[src/rtl/iol_deser.sv]
// Input capture and deserialiser for I/O-logic pins: SDR or pre-captured DDR
// samples, optional input register, per-channel word assembly with bitslip.
module iol_deser #(
  parameter int WIDTH  = 1,
  parameter int DESER  = 4,
  parameter int DDR    = 0,
  parameter int REG_IN = 1
) (
  input  logic                   CK,
  input  logic                   CD,
  input  logic [WIDTH-1:0]       D0,
  input  logic [WIDTH-1:0]       D1,
  input  logic                   SP,
  input  logic                   SLIP,
  output logic [WIDTH*DESER-1:0] Q,
  output logic                   Q_VALID,
  output logic                   SLIP_RDY
);

  localparam int BPC      = (DDR != 0) ? 2 : 1;
  localparam int WORD_CYC = DESER / BPC;
  localparam int CNT_W    = (WORD_CYC > 1) ? $clog2(WORD_CYC) : 1;
  localparam logic [CNT_W-1:0] CNT_LAST = CNT_W'(WORD_CYC - 1);

  logic [WIDTH-1:0] d0_s;
  logic [WIDTH-1:0] d1_s;
  logic             sp_s;
  logic             slip_s;

  // The input stage is free-running so data, enable and slip stay cycle-aligned.
  if (REG_IN != 0) begin : g_reg_in
    logic [WIDTH-1:0] d0_q;
    logic [WIDTH-1:0] d1_q;
    logic             sp_q;
    logic             slip_q;

    always_ff @(posedge CK or posedge CD) begin
      if (CD) begin
        d0_q   <= '0;
        d1_q   <= '0;
        sp_q   <= 1'b0;
        slip_q <= 1'b0;
      end else begin
        d0_q   <= D0;
        d1_q   <= D1;
        sp_q   <= SP;
        slip_q <= SLIP;
      end
    end

    assign d0_s   = d0_q;
    assign d1_s   = d1_q;
    assign sp_s   = sp_q;
    assign slip_s = slip_q;
  end else begin : g_no_reg_in
    assign d0_s   = D0;
    assign d1_s   = D1;
    assign sp_s   = SP;
    assign slip_s = SLIP;
  end

  logic [WIDTH-1:0][DESER-1:0] sr_q;
  logic [WIDTH-1:0][DESER-1:0] sr_d;
  logic [WIDTH-1:0][DESER-1:0] sr_shift;
  logic [CNT_W-1:0]            cnt_q;
  logic [CNT_W-1:0]            cnt_d;
  logic [WIDTH*DESER-1:0]      q_q;
  logic [WIDTH*DESER-1:0]      q_d;
  logic                        q_valid_q;
  logic                        q_valid_d;
  logic                        slip_rdy_q;
  logic                        slip_rdy_d;
  logic                        slip_acc;

  for (genvar c = 0; c < WIDTH; c++) begin : g_ch
    // The oldest BPC bits fall off the end of each shift and are never read.
    logic [BPC-1:0] unused_top;
    assign unused_top = sr_q[c][DESER-1 -: BPC];

    if (DDR == 0) begin : g_sdr
      assign sr_shift[c] = {sr_q[c][DESER-2:0], d0_s[c]};
    end else if (DESER == 2) begin : g_ddr2
      assign sr_shift[c] = {d0_s[c], d1_s[c]};
    end else begin : g_ddr
      assign sr_shift[c] = {sr_q[c][DESER-3:0], d0_s[c], d1_s[c]};
    end
  end

  if (DDR == 0) begin : g_d1_unused
    logic unused_d1;
    assign unused_d1 = ^d1_s;
  end

  assign slip_acc = sp_s & slip_s & slip_rdy_q;

  always_comb begin
    // NOTE: every output of this block gets a default first, so no path can infer a latch.
    sr_d       = sr_q;
    cnt_d      = cnt_q;
    q_d        = q_q;
    q_valid_d  = 1'b0;
    slip_rdy_d = slip_rdy_q;
    if (sp_s) begin
      sr_d = sr_shift;
      // An accepted slip eats one cycle of the word, moving the boundary later by BPC bits.
      if (slip_acc) begin
        slip_rdy_d = 1'b0;
      end else if (cnt_q == CNT_LAST) begin
        cnt_d      = '0;
        q_d        = sr_shift;
        q_valid_d  = 1'b1;
        slip_rdy_d = 1'b1;
      end else begin
        cnt_d = cnt_q + CNT_W'(1);
      end
    end
  end

  // NOTE: sequential state uses non-blocking assignments so every flop samples pre-edge values.
  always_ff @(posedge CK or posedge CD) begin
    if (CD) begin
      sr_q       <= '0;
      cnt_q      <= '0;
      q_q        <= '0;
      q_valid_q  <= 1'b0;
      slip_rdy_q <= 1'b1;
    end else begin
      sr_q       <= sr_d;
      cnt_q      <= cnt_d;
      q_q        <= q_d;
      q_valid_q  <= q_valid_d;
      slip_rdy_q <= slip_rdy_d;
    end
  end

  assign Q        = q_q;
  assign Q_VALID  = q_valid_q;
  assign SLIP_RDY = slip_rdy_q;

endmodule

[config.mk]
export PLATFORM = sky130hd
export DESIGN_NAME = iol_deser
export DESIGN_NICKNAME = d
export VERILOG_FILES = /design/src/rtl/iol_deser.sv
export SDC_FILE = /design/constraint.sdc
export NUM_CORES = 1
export LEC_CHECK = 0
export BUFFER_PORTS_ARGS = -buffer_cell sky130_fd_sc_hd__buf_2
export CAP_MARGIN = 20
export CORE_AREA = 5 5 42 44
export CTS_CLUSTER_DIAMETER = 200
export DETAILED_ROUTE_END_ITERATION = 7
export DIE_AREA = 0 0 47 49
export PLACE_DENSITY = 0.72
export SYNTH_ARGS = -nofsm -noshare
export SYNTH_HDL_FRONTEND = slang
export SYNTH_SLANG_ARGS = --single-unit
[constraint.sdc]
create_clock -name CK -period 2.03 [get_ports CK]
set_input_delay 0.406 -clock CK [delete_from_list [all_inputs] [get_ports CK]]
set_output_delay 0.406 -clock CK [all_outputs]
set_load 0.1 [all_outputs]
---- Yosys cells after proc, flatten, opt, wreduce, memory -nomap -nowiden ----
Cells that the tools add are included.
operators by class
  multiply operators ...................... 0
  divide/modulo/power cells ............... 0
  add/subtract/negate cells ............... 1
  shift-type cells ........................ 0
  bitwise operators ....................... 3
  reduce and logical (&&, ||, !) cells .... 4
  magnitude comparators ................... 0
  mux-type cells .......................... 6
  eq/ne operators ......................... 1
operators with widths
  cell                                         count
  2-to-1 mux 1 bit                             5
  AND reduction 2 bit                          2
  AND reduction 3 bit                          1
  adder 2 x 1 -> 2 bit, second input constant  1
  AND 1 bit                                    2
  == test 2 bit, second input constant         1
  2-to-1 mux 2 bit                             1
  nonzero test 2 bit                           1
  NOT 1 bit                                    1
word-level totals
  memories kept ........................... 0
  output and inout bits ................... 6
  word-level logic and storage cells ...... 23
  bits in writable memories ............... 0
  bits of input ports ..................... 6
  memory bits (read-only) ................. 0
  register bits ........................... 14
  latch bits .............................. 0

---- Logic depth before layout (Yosys ltp) ----
  depth after elaboration ................. 4
  depth in mapped cells ................... 4
  gate-level depth less buffers ........... 3

---- Worst setup path after synthesis ----
Ideal clock, no wire load.
  kind .................................... register to register
  start ................................... register slip_rdy_q (netlist: SLIP_RDY)
  end ..................................... register q_q[0] (netlist: Q[0])
  arrival ................................. 1.578 ns
  buffers on the path ..................... 1
  setup time .............................. 0.126 ns
  data required time ...................... 1.904 ns
  period minus slack after synthesis ...... 1.704 ns
  stages on the path, launching flop included .. 5
  slack ................................... 0.326 ns
  path through ............................ dfstp_2 -> nand2_1 -> and3_4 -> buf_6 -> mux2_4
between the ends
  word-level cells in the longest chain between the ends .. 3
RTL lines
  element                        RTL line  RTL
  start: declaration             71        logic slip_rdy_q;
  start signal: assignment       132       slip_rdy_q <= slip_rdy_d;
  AND 1 bit                      94        assign slip_acc = sp_s & slip_s & slip_rdy_q;
  NOT 1 bit (no line)            --
  AND reduction 3 bit (no line)  --
  end signal: assignment         130       q_q <= q_d;
  end: declaration               67        logic [WIDTH*DESER-1:0] q_q;
No other way between the ends.
A chain may end at the register's enable or synchronous reset.

---- Worst setup path in the final report ----
  start ................................... register slip_rdy_q (netlist: SLIP_RDY)
  end ..................................... output SLIP_RDY
RTL lines
  element           RTL line  RTL
  end: declaration  17        output logic SLIP_RDY
No word-level cell between the ends.

==> impl_metrics.tcl <==
set metrics [dict create \
    status "completed" \
    die_w_um 47 \
    arrival_ns 1.26 \
    fp-row-count 14 \
    setup_viol 0 \
    worst_pin_slew_ns 0.5231 \
    grt-ovfl-total 0 \
    syn_to_final_growth_pct 16.86 \
    grt_use_total 0.07797 \
    antenna_found_initial 0 \
    r2r-start "cnt_q[0]" \
    grt_pass1_vias 309 \
    initial_core_util 0.3812 \
    fin_crit_sh 0.8202 \
    viasPerCell 4.820 \
    vias 294 \
    design.die.area_um2 2303 \
    htree_levels 1 \
    drc 0 \
    max_slew_margin 0.6509 \
    io_pins 12 \
    cts_setup_buffers 0 \
    portBuffers 10 \
    wl_per_cell_um 12.10 \
    core-area_um2 1401 \
    final.setup.tns_ns 0 \
    crit_path_start "SLIP_RDY" \
    syn_nets 40 \
    slowest_delay_ns 0.55 \
    crit_required_ns 1.62 \
    syn_area_per_cell_um2 16.19 \
    async_reset_ff_frac 1.000 \
    cp.buffers_inverters 1 \
    path_clk_slew_ns 0.08 \
    synth_area_leader_cell "dfrtp_1" \
    cap_violations 0 \
    cts-resized-gates 0 \
    synth-seq-cells 14 \
    antenna_left 0 \
    finClkSkew_ns 0.001588 \
    place_hpwl_um 522.3 \
    cts_buffer_depth 2 \
    synth_commonest_cells "dfrtp_1 (13), mux2_2 (5), mux2_4 (4)" \
    root_buffer "clkbuf_4" \
    synthTopCellsByArea "dfrtp_1 (61%), mux2_4 (11%), mux2_2 (11%)" \
    setup_ws_ns 0.3649 \
    yosysWarningCount 0 \
    slew_viol_final 0 \
    cts_buffers 3 \
    nFillCells 133 \
    grt_start_max_net_pins 15 \
    diodes 0 \
    fmax_mhz 600.6 \
    grt_pass1_wl_mm 1.255 \
    ys.flop_type "dfrtp_1" \
    multi_input_area_um2 162.7 \
    holdWs_ns 0.1461 \
    gp_congestion 0.6691 \
    crit_fanout 4 \
    nets 53 \
    syn_area_um2 534.3 \
    drt_iter0_drc 2 \
    startpoint_type "flip-flop" \
    cts_tree "built" \
    hold_path.class "in -> async" \
    rsz0062_at_grt "no" \
    yosysMostFrequentCell "dfrtp_1" \
    synth-edff-count 0 \
    seq_area_um2 351.6 \
    synth_top_area_share 0.6089 \
    cp_slowest_cell "dfstp_2" \
    seq_area_frac_synth 0.6581 \
    clkLatencyLatePin_ns 0.28 \
    drive_above_1_share 0.5556 \
    crit_chain "buf_2" \
    pre_cts_ws_ns 0.6703 \
    routed_wl_um 738 \
    fin_util 0.4455 \
    die_h_um 49 \
    cts.sinks 14 \
    netlist_instances 33 \
    synth_cell_type_count 13 \
    period_needed_ns 1.665 \
    hold_viol 0 \
    end_kind "primary output" \
    critPathKind "reg -> out" \
    cts_hold_buf 0 \
    drt_first_pass_iters 4 \
    critical_path.top_delay_family "flip-flops" \
]
## placed cells by master, fill, tap and decap left out
| master | instances |
|---|---|
| a21oi_1 | 1 |
| a31oi_1 | 1 |
| and3_4 | 1 |
| buf_2 | 10 |
| clkbuf_4 | 3 |
| clkbuf_8 | 1 |
| dfrtp_1 | 13 |
| dfstp_2 | 1 |
| ha_1 | 1 |
| inv_1 | 1 |
| mux2_2 | 5 |
| mux2_4 | 4 |
| nand2_1 | 2 |
| nor2_1 | 1 |
## worst reg2reg max path, delay by kind of cell (launching register included)
| family | cells | cell delay (ns) |
|---|---|---|
| muxes | 1 | 0.30 |
| and+or+nand+nor | 1 | 0.21 |
| DFF | 1 | 0.40 |
| adders and majority gates | 1 | 0.23 |
## cell type report
type / instances / share of cell area
well taps: 16 / 0.03206
repair buffers: 10 / 0.08016
multi-input cells: 16 / 0.2605
clock buffers: 4 / 0.05812
flip-flops and latches: 14 / 0.5631
inverters: 1 / 0.006012
## kinds of logic (layout without fill, tap and decap cells)
| kind of cell | Yosys count | in the layout | synth area share |
|---|---|---|---|
| buffers and inverters | 3 | 15 | 0.03745 |
| multiplexers | 9 | 9 | 0.2178 |
| AND/OR/NAND/NOR | 4 | 4 | 0.04215 |
| adder cells (fa/ha/maj) | 1 | 1 | 0.02342 |
| flip-flops | 14 | 14 | 0.6581 |
| AO/OA/AOI/OAI | 2 | 2 | 0.02108 |
## registers in the layout, indices dropped and copies added, names as in the netlist
name	cells
d0_s	1
g_reg_in.slip_q	1
sr_q	3
SLIP_RDY	1
Q	4
Q_VALID	1
cnt_q	2
g_reg_in.sp_q	1
## layer usage
layer | track usage | up-vias | share of wire
met3 | 0.02214 | 2 | 0.076
met2 | 0.1063 | 10 | 0.46
met4 | 0.05530 | 0 | 0.015
met1 | 0.1016 | 147 | 0.44
met5 | 0 | - | 0
li1 | - | 135 | -
## worst paths after layout
| path | end | slack (ns) | depth (start not counted) |
|---|---|---|---|
| worst max-delay path | SLIP_RDY | 0.36 | 1 |
| worst min-delay path | Q[1] | 0.15 | 2 |
| worst max register to register | Q[0] | 0.78 | 3 |
| worst min register to register | SLIP_RDY | 0.45 | 1 |
| max in group asynchronous | SLIP_RDY | 1.52 | 2 |
| min in group CK | g_reg_in.sp_q | 0.23 | 1 |
## through the flow
| stage | instances | cell area (um2) |
|---|---|---|
| 4_1_cts | 61 | 624.3 |
| 5_1_grt | 61 | 624.3 |
| 6_report | 61 | 624.3 |
| 2_1_floorplan | 33 | 534.3 |
| 3_3_place_gp | 57 | 588.1 |
| 3_5_place_dp | 57 | 588.1 |
Power is left out: the tool's default activity adds up to more than one toggle a clock period on the data nets, which glitch-free logic cannot reach.
